**src/rtl/apb_csr_bank.sv**
```systemverilog
// apb_csr_bank
//   APB slave control/status register bank for a peripheral core.
//   Register index i sits at byte address BASE_ADDR + i*STRB:
//     0..W-1 : CTRL   read/write, byte-strobed
//     W      : ID     read-only constant
//     W+1    : STATUS latched interrupt flags, write-1-to-clear
//     W+2    : MASK   interrupt enables, byte-strobed
//   Ports:
//     clk, rst           clock (rising edge) and async active-high reset
//     addr, sel, en      APB address / select / enable
//     write, strb, wdata APB write direction, byte strobes, write data
//     rdata, ready       read data and transfer completion (combinational)
//     slv_err            error response, qualified by ready (combinational)
//     intrpt             level interrupt sources, synchronous to clk
//     irq                registered OR of enabled pending interrupts
module apb_csr_bank #(
  parameter int unsigned ADDRESS_SIZE     = 32,
  parameter int unsigned REG_WIDTH        = 32,
  parameter int unsigned WRITE_REG_NUMBER = 4,
  parameter logic [ADDRESS_SIZE-1:0] BASE_ADDR = ADDRESS_SIZE'(32'h0000_0100),
  parameter int unsigned WAIT_STATES      = 0,
  parameter int unsigned INTR_NUMBER      = 4,
  parameter logic [REG_WIDTH-1:0] RW_DEFAULT = '0,
  parameter logic [REG_WIDTH-1:0] ID_VALUE   = REG_WIDTH'(32'hA5C0_0001)
) (
  input  logic                      clk,
  input  logic                      rst,
  input  logic [ADDRESS_SIZE-1:0]   addr,
  input  logic                      sel,
  input  logic                      en,
  input  logic                      write,
  input  logic [REG_WIDTH/8-1:0]    strb,
  input  logic [REG_WIDTH-1:0]      wdata,
  output logic [REG_WIDTH-1:0]      rdata,
  output logic                      ready,
  output logic                      slv_err,
  input  logic [INTR_NUMBER-1:0]    intrpt,
  output logic                      irq
);

  localparam int unsigned STRB       = REG_WIDTH / 8;
  localparam int unsigned REG_NUMBER = WRITE_REG_NUMBER + 3;
  localparam int unsigned ID_IDX     = WRITE_REG_NUMBER;
  localparam int unsigned STAT_IDX   = WRITE_REG_NUMBER + 1;
  localparam int unsigned MASK_IDX   = WRITE_REG_NUMBER + 2;
  localparam int unsigned CNT_W      = 4;

  typedef enum logic [1:0] {
    S_IDLE,
    S_SETUP,
    S_ACCESS
  } state_t;

  state_t                  r_state;
  logic [CNT_W-1:0]        r_cnt;
  logic [REG_WIDTH-1:0]    r_ctrl [WRITE_REG_NUMBER];
  logic [INTR_NUMBER-1:0]  r_status;
  logic [INTR_NUMBER-1:0]  r_mask;
  logic [INTR_NUMBER-1:0]  r_intrpt_q;

  logic [ADDRESS_SIZE-1:0] w_off;
  logic [ADDRESS_SIZE-1:0] w_idx;
  logic                    w_err;
  logic                    w_done;
  logic                    w_wr_ok;
  logic                    w_wr_stat;
  logic                    w_wr_mask;
  logic [REG_WIDTH-1:0]    w_rd_val;
  logic [INTR_NUMBER-1:0]  w_set;
  logic [INTR_NUMBER-1:0]  w_clr;

  // Address decode; the offset is only meaningful when addr >= BASE_ADDR.
  assign w_off  = addr - BASE_ADDR;
  assign w_idx  = w_off / ADDRESS_SIZE'(STRB);
  assign w_err  = (addr < BASE_ADDR)
               || ((w_off % ADDRESS_SIZE'(STRB)) != '0)
               || (w_idx >= ADDRESS_SIZE'(REG_NUMBER))
               || (write && (w_idx == ADDRESS_SIZE'(ID_IDX)));

  // Completion cycle: access phase, wait states exhausted, master still enabled.
  assign w_done    = (r_state == S_ACCESS) && (r_cnt == '0) && sel && en;
  assign w_wr_ok   = w_done && write && !w_err;
  assign w_wr_stat = w_wr_ok && (w_idx == ADDRESS_SIZE'(STAT_IDX));
  assign w_wr_mask = w_wr_ok && (w_idx == ADDRESS_SIZE'(MASK_IDX));

  assign ready   = w_done;
  assign slv_err = w_done && w_err;
  assign rdata   = (w_done && !write && !w_err) ? w_rd_val : '0;

  // Read mux over the whole map.
  always_comb begin
    w_rd_val = '0;
    for (int i = 0; i < int'(WRITE_REG_NUMBER); i++) begin
      if (w_idx == ADDRESS_SIZE'(i)) w_rd_val = r_ctrl[i];
    end
    if (w_idx == ADDRESS_SIZE'(ID_IDX))   w_rd_val = ID_VALUE;
    if (w_idx == ADDRESS_SIZE'(STAT_IDX)) w_rd_val = REG_WIDTH'(r_status);
    if (w_idx == ADDRESS_SIZE'(MASK_IDX)) w_rd_val = REG_WIDTH'(r_mask);
  end

  // Rising-edge detect on sources, and W1C clear limited to strobed lanes.
  assign w_set = intrpt & ~r_intrpt_q;

  always_comb begin
    w_clr = '0;
    for (int k = 0; k < int'(INTR_NUMBER); k++) begin
      w_clr[k] = w_wr_stat && wdata[k] && strb[k/8];
    end
  end

  // Transfer FSM. IDLE and SETUP both wait for a setup phase; SETUP marks the
  // cycle right after a completion so a back-to-back setup is accepted there.
  // The setup cycle itself is observed from IDLE/SETUP, so ACCESS starts in
  // the master's first access cycle with the wait counter already loaded.
  always_ff @(posedge clk or posedge rst) begin
    if (rst) begin
      r_state <= S_IDLE;
      r_cnt   <= '0;
    end else begin
      case (r_state)
        S_IDLE, S_SETUP: begin
          if (sel && !en) begin
            r_state <= S_ACCESS;
            r_cnt   <= CNT_W'(WAIT_STATES);
          end else begin
            r_state <= S_IDLE;
          end
        end
        S_ACCESS: begin
          if (!sel) begin
            r_state <= S_IDLE;
            r_cnt   <= '0;
          end else if (r_cnt != '0) begin
            r_cnt <= r_cnt - CNT_W'(1);
          end else if (en) begin
            r_state <= S_SETUP;
          end
        end
        default: begin
          r_state <= S_IDLE;
          r_cnt   <= '0;
        end
      endcase
    end
  end

  // CTRL registers, byte-lane writes.
  always_ff @(posedge clk or posedge rst) begin
    if (rst) begin
      for (int i = 0; i < int'(WRITE_REG_NUMBER); i++) r_ctrl[i] <= RW_DEFAULT;
    end else begin
      for (int i = 0; i < int'(WRITE_REG_NUMBER); i++) begin
        for (int b = 0; b < int'(STRB); b++) begin
          if (w_wr_ok && (w_idx == ADDRESS_SIZE'(i)) && strb[b]) begin
            r_ctrl[i][b*8 +: 8] <= wdata[b*8 +: 8];
          end
        end
      end
    end
  end

  // MASK register, only the implemented interrupt bits.
  always_ff @(posedge clk or posedge rst) begin
    if (rst) begin
      r_mask <= '0;
    end else begin
      for (int k = 0; k < int'(INTR_NUMBER); k++) begin
        if (w_wr_mask && strb[k/8]) r_mask[k] <= wdata[k];
      end
    end
  end

  // STATUS flags: a new edge wins over a coincident W1C clear.
  always_ff @(posedge clk or posedge rst) begin
    if (rst) begin
      r_intrpt_q <= '0;
      r_status   <= '0;
      irq        <= 1'b0;
    end else begin
      r_intrpt_q <= intrpt;
      r_status   <= (r_status & ~w_clr) | w_set;
      irq        <= |(r_status & r_mask);
    end
  end

endmodule

```
**config.mk**
```make
export PLATFORM = sky130hd
export DESIGN_NAME = apb_csr_bank
export DESIGN_NICKNAME = d
export VERILOG_FILES = /design/src/rtl/apb_csr_bank.sv
export SDC_FILE = /design/constraint.sdc
export NUM_CORES = 1
export LEC_CHECK = 0
export BUFFER_PORTS_ARGS = -buffer_cell sky130_fd_sc_hd__buf_2
export CORE_MARGIN = 2
export CORE_UTILIZATION = 61
export DETAILED_ROUTE_END_ITERATION = 6
export GPL_ROUTABILITY_DRIVEN = 0
export PLACE_DENSITY_LB_ADDON = 0.3
export REMOVE_ABC_BUFFERS = 1
export SYNTH_ARGS = -nofsm -noshare
export SYNTH_HDL_FRONTEND = slang
export SYNTH_SLANG_ARGS = --single-unit
export TNS_END_PERCENT = 1
```
**constraint.sdc**
```tcl
create_clock -name clk -period 9.25 [get_ports clk]
set_input_delay 0.925 -clock clk [delete_from_list [all_inputs] [get_ports clk]]
set_output_delay 0.925 -clock clk [all_outputs]
set_load 0.02 [all_outputs]
```
==> qor.json, run 1 <==
{
  "run_status": "finished clean",
  "htree_levels": 4,
  "path_class": "primary input to output pin",
  "synthesis.area_mm2": 0.00722,
  "finalClockSkew_ps": 8.35,
  "clock_tree.buffer_depth": 2,
  "timing.final.crit_period_ps": 5110,
  "core_area_mm2": 0.0115,
  "r2r_end": "r_ctrl[6]",
  "timing.rr.start": "r_cnt[0]",
  "routed_via_density": 6.15,
  "post_cts_resized": 0,
  "cp-end-kind": "output pin",
  "post_cts_setup_buffers": 0,
  "post_synth_num_cell_types": 47,
  "number_of_antenna_violations_at_the_first_check_in_global_routing": 0,
  "final_common_cell": "sky130_fd_sc_hd__dfrtp_1",
  "worstPathArrival_ps": 4180,
  "final_number_of_max_transition_violations": 0,
  "dp_hpwl_mm": 10.3,
  "grt_pass1_vias": 5178,
  "grt_setup_unrepaired": "false",
  "finish.net_count": 703,
  "cts_hold_buffers": 0,
  "achievable-frequency_ghz": 0.196,
  "dominantRegCellSynth": "sky130_fd_sc_hd__dfrtp_1",
  "clk_pin_slew_worst_paths_ps": 60,
  "drt.antenna.violating_nets": 0,
  "die_footprint_mm2": 0.0127,
  "drt_first_pass_iters": 4,
  "initial_utilization_pct": 63.0,
  "track_usage_pct": 27.6,
  "layout_cell_share_with_drive_strength_beyond_1_pct": 50.7,
  "start_kind": "primary input",
  "cp.required_ps": 8330,
  "proportion_of_synthesized_flip_flops_having_asynchronous_set_or_reset_pct": 100,
  "hold_path_class": "flip-flop to flip-flop",
  "crit_path_max_fanout": 22,
  "worstRegToRegCells": 7,
  "std_cell_rows": 39,
  "total_number_of_vias": 4798,
  "ios": 112,
  "final_cell_mix": "147 x sky130_fd_sc_hd__dfrtp_1, 111 x sky130_fd_sc_hd__buf_2, 93 x sky130_fd_sc_hd__mux2_2, 40 x sky130_fd_sc_hd__mux2_4, 36 x sky130_fd_sc_hd__nand2_1",
  "flow.area_growth_from_synthesis_pct": 17.6,
  "max-cap-violations": 0,
  "remaining_design_rule_violation_count": 0,
  "fp.dieW_um": 113,
  "grt_first_pass_wirelength_mm": 26.7,
  "io_buffer_count": 111,
  "clk-insertion-delay-late_ps": 430,
  "hold_end": "r_ctrl[10]",
  "crit_chain": "buf_2 -> nor4_4 -> nand4_1 -> a211oi_2 -> nand2_1 -> buf_4 -> a2111oi_0 -> buf_2",
  "cts_tree": "built",
  "wire_per_inst_um": 21.0,
  "syn_area_per_cell_um2": 13.9,
  "hold_path_depth": 1,
  "powerDensity_mw_per_mm2": 174,
  "rrSetupSlack_ps": 5980,
  "synth_cells": 518,
  "tritoncts_num_sinks": 147,
  "synth-seq-cells": 147,
  "synth_edf_count": 0,
  "dr.first_iter.drc_count": 300,
  "antennaDiodeCount": 0,
  "final-setup-viol-count": 0,
  "synth-warning-count": 0,
  "clock_tree.root_cell": "sky130_fd_sc_hd__clkbuf_16",
  "numCtsBuffers": 17,
  "nFillCells": 736,
  "yosysSeqAreaShare_pct": 50.9,
  "cpPeakStageDelay_ps": 890,
  "maximum_number_of_pins_on_one_net_before_global_route_repair": 88,
  "critical_hold_path_startpoint": "r_ctrl[10]",
  "leakage_uw": 0.00431,
  "dieHeight_um": 113,
  "finalSetupTns_ps": 0,
  "critPathSlowestCell": "sky130_fd_sc_hd__a211oi_2",
  "irDropWorstVdd_uv": 143,
  "final_core_utilization_pct": 74.1,
  "max-slew-margin-rel_pct": 26.5,
  "postRouteWirelength_mm": 16.4,
  "final_hold_viols": 0,
  "finalCritPeriodShare_pct": 55.2,
  "worst_pin_slew_ps": 1100,
  "cp_most_frequent_cell": "sky130_fd_sc_hd__buf_2",
  "global_route.overflow_total": 0
}
-- worst max-delay path by stage --
stage	depth (start not counted)	endpoint	start
after global routing	8	rdata[0]	addr[15]
final	8	rdata[0]	addr[15]
after global placement	8	rdata[0]	addr[15]
after floorplan	5	rdata[0]	addr[16]
after CTS	8	rdata[0]	addr[15]
after detailed placement	8	rdata[0]	addr[15]
-- power by group --
group          internal [uW]  switching, uW  total [uW]
Clock                    498            263         761
Sequential               644          0.520         645
Combinational           23.3           47.4        70.7
-- state kept, by name, indices dropped and copies added (netlist names) --
register and count:
r_mask 4, r_intrpt_q 4, r_status 4, r_state 2, irq 1, r_ctrl 128, r_cnt 4
-- cells in the mapped netlist (3+ instances only) --
library cell / n / share of area (%)
sky130_fd_sc_hd__a21oi_1: 8 / 0.55
sky130_fd_sc_hd__a221o_1: 4 / 0.55
sky130_fd_sc_hd__a221oi_1: 3 / 0.36
sky130_fd_sc_hd__and3_1: 3 / 0.26
sky130_fd_sc_hd__buf_2: 8 / 0.55
sky130_fd_sc_hd__buf_6: 5 / 0.78
sky130_fd_sc_hd__clkbuf_1: 13 / 0.68
sky130_fd_sc_hd__dfrtp_1: 147 / 51
sky130_fd_sc_hd__inv_1: 11 / 0.57
sky130_fd_sc_hd__mux2_2: 93 / 15
sky130_fd_sc_hd__mux2_4: 40 / 8.3
sky130_fd_sc_hd__mux4_2: 31 / 9.7
sky130_fd_sc_hd__nand2_1: 36 / 1.9
sky130_fd_sc_hd__nand2b_1: 3 / 0.26
sky130_fd_sc_hd__nand3_1: 8 / 0.55
sky130_fd_sc_hd__nand4_1: 6 / 0.52
sky130_fd_sc_hd__nand4_2: 7 / 1.2
sky130_fd_sc_hd__nor2_1: 34 / 1.8
sky130_fd_sc_hd__nor2b_1: 9 / 0.78
sky130_fd_sc_hd__nor3_1: 7 / 0.49
sky130_fd_sc_hd__nor4_1: 3 / 0.26
sky130_fd_sc_hd__or4_1: 6 / 0.62
-- through the flow --
step	instance area, um^2	worst slack [ps]	total power [uW]	hold slack (ps)	std cells
6_report	8500	4140	1480	501	780
5_1_grt	8500	3910	1520	514	780
4_1_cts	8500	4160	1480	503	780
3_5_place_dp	7840	4320	727	490	748
3_3_place_gp	7840	4460	725	481	748
2_1_floorplan	7070	3690	685	474	490
-- worst max-delay path, delay by kind of cell --
kind / cells / cell delay [ps]
AO/OA/AOI/OAI: 2 / 1410
AND/OR/NAND/NOR: 3 / 1050
buffers and inverters: 3 / 770
-- kinds of logic after synthesis --
| family | Yosys count | share of synthesized area [%] |
|---|---|---|
| multiplexers | 164 | 32.5 |
| flip-flops | 147 | 50.9 |
| AND/OR/NAND/NOR | 134 | 10.3 |
| buffers and inverters | 40 | 2.74 |
| AO/OA/AOI/OAI | 28 | 2.86 |
| XOR/XNOR | 3 | 0.364 |
| adder cells (fa/ha/maj) | 2 | 0.346 |
-- cell type report --
class	instances	area, um^2	share of cell area, %
clock buffers	22	474	5.58
clock inverters	10	178	2.09
inverters	12	50.0	0.589
multi-input cells	331	3350	39.4
flip-flops and latches	147	3680	43.3
well taps	143	179	2.11
repair buffers	115	586	6.89
-- layer usage --
layer	track usage (%)	share of wire, %
met1	36.2	42
met2	45.7	50
met3	6.37	6.1
met4	10.3	1.9
met5	0	0
No activity file was read; power rests on OpenSTA's default activity.
==> run 2, diff against run 1 <==
--- a/config.mk
+++ b/config.mk
@@ -5,9 +5,10 @@
 export SDC_FILE = /design/constraint.sdc
 export NUM_CORES = 1
 export LEC_CHECK = 0
+export ABC_AREA = 1
 export BUFFER_PORTS_ARGS = -buffer_cell sky130_fd_sc_hd__buf_2
 export CORE_MARGIN = 2
-export CORE_UTILIZATION = 61
+export CORE_UTILIZATION = 52
 export DETAILED_ROUTE_END_ITERATION = 6
 export GPL_ROUTABILITY_DRIVEN = 0
 export PLACE_DENSITY_LB_ADDON = 0.3
==> constraint.sdc (replaced) <==
create_clock -name clk -period 4.1 [get_ports clk]
set_input_delay 0.41 -clock clk [delete_from_list [all_inputs] [get_ports clk]]
set_output_delay 0.41 -clock clk [all_outputs]
set_load 0.02 [all_outputs]
==> qor.json, run 2 <==
{
  "run_status": "finished clean",
  "die_footprint_mm2": 0.0161,
  "cp-end-kind": "output pin",
  "proportion_of_synthesized_flip_flops_having_asynchronous_set_or_reset_pct": 100,
  "grt_setup_unrepaired": "false",
  "yosys.area_share.simple_pct": 31.8,
  "maximum_number_of_pins_on_one_net_before_global_route_repair": 109,
  "crit_chain": "buf_2 -> nor2_2 -> nand2_1 -> nor2_2 -> nand3_1 -> nand2_1 -> nand2_1 -> nor2_1 -> nand2_1 -> nor2_4 -> nand3_2 -> nor3_2 -> nand3_2 -> nor2_2 -> inv_2 -> a21oi_1 -> buf_2",
  "worstPathArrival_ps": 3230,
  "fp.dieW_um": 127,
  "wl_met2_mm": 8.70,
  "post-synth-top-count-cell": "sky130_fd_sc_hd__nand2_1",
  "synth_top_family_by_area": "simple AND/OR/NAND/NOR gates",
  "std_cell_rows": 44,
  "cts_hold_buffers": 0,
  "start_kind": "primary input",
  "number_of_antenna_violations_at_the_first_check_in_global_routing": 0,
  "powerDensity_mw_per_mm2": 367,
  "synth_edf_count": 0,
  "leakage_uw": 0.00445,
  "wire_per_inst_um": 13.8,
  "yosysSeqAreaShare_pct": 46.7,
  "synthXorXnorAreaFrac_pct": 0,
  "syn_area_per_cell_um2": 7.56,
  "critical_hold_path_startpoint": "intrpt[2]",
  "rrSetupSlack_ps": 1100,
  "met3WireLength_um": 980,
  "crit_path_max_fanout": 19,
  "initial_utilization_pct": 53.8,
  "post-route-worst-setup-slack_ps": 460,
  "largest_register_ff_count": 128,
  "flow.area_growth_from_synthesis_pct": 16.5,
  "synth.area.mux_share_pct": 0,
  "synth_cells": 1042,
  "htree_levels": 4,
  "ios": 112,
  "drt_first_pass_iters": 6,
  "post_cts_setup_buffers": 0,
  "registers.top_by_ff_count": "r_ctrl",
  "routed_via_density": 5.24,
  "timing.final.crit_period_ps": 3640,
  "finalSetupTns_ps": 0,
  "synth_area_leaders": "sky130_fd_sc_hd__dfrtp_1 47%, sky130_fd_sc_hd__nand2_1 15%, sky130_fd_sc_hd__o21ai_0 8.5%",
  "global_route.overflow_total": 0,
  "layout_cell_share_with_drive_strength_beyond_1_pct": 17.2,
  "worst_pin_slew_ps": 940,
  "dp_hpwl_mm": 12.4,
  "drt.antenna.violating_nets": 0,
  "total_number_of_vias": 7017,
  "final_hold_viols": 0,
  "remaining_design_rule_violation_count": 0,
  "core_area_mm2": 0.0146,
  "path_class": "primary input to output pin",
  "finish.net_count": 1220,
  "hold_path_depth": 1,
  "grt_first_pass_wirelength_mm": 31.2,
  "post_cts_resized": 0,
  "achievable-frequency_ghz": 0.275,
  "cts_tree": "built",
  "cp_most_frequent_cell": "sky130_fd_sc_hd__nand2_1",
  "finalClockSkew_ps": 6.69,
  "antennaDiodeCount": 0,
  "finalCritPeriodShare_pct": 88.8,
  "synth_largest_area_cell": "sky130_fd_sc_hd__dfrtp_1",
  "track_usage_pct": 24.1,
  "timing.rr.start": "r_cnt[0]",
  "final_number_of_max_transition_violations": 0,
  "synth_area_in_compound_gates_pct": 13.2,
  "postRouteWirelength_mm": 18.5,
  "clk_pin_slew_worst_paths_ps": 60,
  "final_common_cell": "sky130_fd_sc_hd__nand2_1",
  "synth-warning-count": 0,
  "irDropWorstVdd_uv": 357,
  "max-cap-violations": 0,
  "clock_tree.buffer_depth": 2,
  "dr.first_iter.drc_count": 526,
  "critPathSlowestCell": "sky130_fd_sc_hd__nor2_2",
  "worstRegToRegCells": 11,
  "dp_worst_setup_slack_ps": 481,
  "synth.top_cell.area_share_pct": 46.7,
  "synth_fa_ha_area_share_pct": 0.318,
  "final_cell_mix": "323 x sky130_fd_sc_hd__nand2_1, 147 x sky130_fd_sc_hd__dfrtp_1, 134 x sky130_fd_sc_hd__o21ai_0, 111 x sky130_fd_sc_hd__buf_2, 108 x sky130_fd_sc_hd__nor2_1",
  "tritoncts_num_sinks": 147,
  "synthesis.area_mm2": 0.00788,
  "max-slew-margin-rel_pct": 37.3,
  "topRoutingLayerUsed": "met4",
  "post_synth_num_cell_types": 36,
  "cp.required_ps": 3690,
  "dieHeight_um": 127,
  "synth-seq-cells": 147,
  "wl_met1_mm": 8.62,
  "io_buffer_count": 111,
  "hold_path_class": "primary input to flip-flop",
  "clk-insertion-delay-late_ps": 420,
  "hold_end": "r_intrpt_q[2]",
  "grt_pass1_vias": 6383,
  "dominantRegCellSynth": "sky130_fd_sc_hd__dfrtp_1",
  "final-setup-viol-count": 0,
  "r2r_end": "r_ctrl[60]",
  "synth_commonest_cells": "323 x sky130_fd_sc_hd__nand2_1, 147 x sky130_fd_sc_hd__dfrtp_1, 134 x sky130_fd_sc_hd__o21ai_0, 108 x sky130_fd_sc_hd__nor2_1, 93 x sky130_fd_sc_hd__inv_1",
  "cpPeakStageDelay_ps": 260,
  "numCtsBuffers": 17,
  "clock_tree.root_cell": "sky130_fd_sc_hd__clkbuf_16",
  "final_core_utilization_pct": 62.7
}
[run 2: changes by cell type in the layout (fill, tap and decap cells not counted), sizes merged, moves of 6 or more]
cell   previous run  this run
mux4             31         0
nand4            13         7
a21oi             8        33
nor2b             9         0
nor2             34       117
buf             115       123
nand2            36       324
mux2            133         0
inv              12        96
or4               6         0
nand3             8        94
o21ai             1       157
[run 2: how the worst max path moves through the flow]
stage,startpoint,depth (start not counted),to,slack (ps)
6_report,addr[16],17,rdata[7],460
5_1_grt,addr[16],17,rdata[5],80
4_1_cts,addr[16],17,rdata[7],470
3_5_place_dp,addr[16],17,rdata[7],480
3_3_place_gp,addr[16],18,rdata[18],620
2_1_floorplan,rst,1,irq,-260
[run 2: area by class of cell]
| class | instances | area (um^2) |
|---|---|---|
| inverters | 95 | 362 |
| repair buffers | 123 | 696 |
| flip-flops and latches | 147 | 3680 |
| multi-input cells | 757 | 3570 |
| clock buffers | 20 | 457 |
| fillers | 1316 | 5470 |
| well taps | 184 | 230 |
| clock inverters | 12 | 179 |
[run 2: metal layers]
| layer | global-route usage (%) | vias to the layer above |
|---|---|---|
| met5 | 0 | - |
| met4 | 7.63 | 0 |
| met3 | 4.82 | 19 |
| met2 | 38.4 | 193 |
| met1 | 33.6 | 3248 |
| li1 | - | 3557 |
[run 2: kinds of logic (layout without fill, tap and decap cells)]
| family | Yosys count | count (layout) |
|---|---|---|
| AO/OA/AOI/OAI | 199 | 199 |
| adder cells (fa/ha/maj) | 2 | 2 |
| buffers and inverters | 138 | 250 |
| flip-flops | 147 | 147 |
| AND/OR/NAND/NOR | 556 | 556 |
[run 2: report_power, final]
part           total, uW  switching (uW)  leakage (uW)  internal [uW]
logic                229             156       0.00213           73.1
registers           1480            7.08       0.00202           1470
clock network       1660             612      0.000303           1050
total               3370             776       0.00445           2600
[run 2: stage by stage]
step | hold WS, ps | power [uW] | cells | cell area, um^2
after floorplan | 441 | 1640 | 999 | 7610
after global placement | 458 | 1730 | 1306 | 8540
after detailed placement | 465 | 1730 | 1306 | 8540
after CTS | 88.6 | 3390 | 1338 | 9180
after global routing | 91.5 | 3500 | 1338 | 9180
final | 106 | 3370 | 1338 | 9180
[run 2: worst max-delay path: cells and delay by family]
family,cells,cell delay (ps)
and+or+nand+nor,13,2080
buffers and inverters,3,520
AOI/OAI and AO/OA,1,200
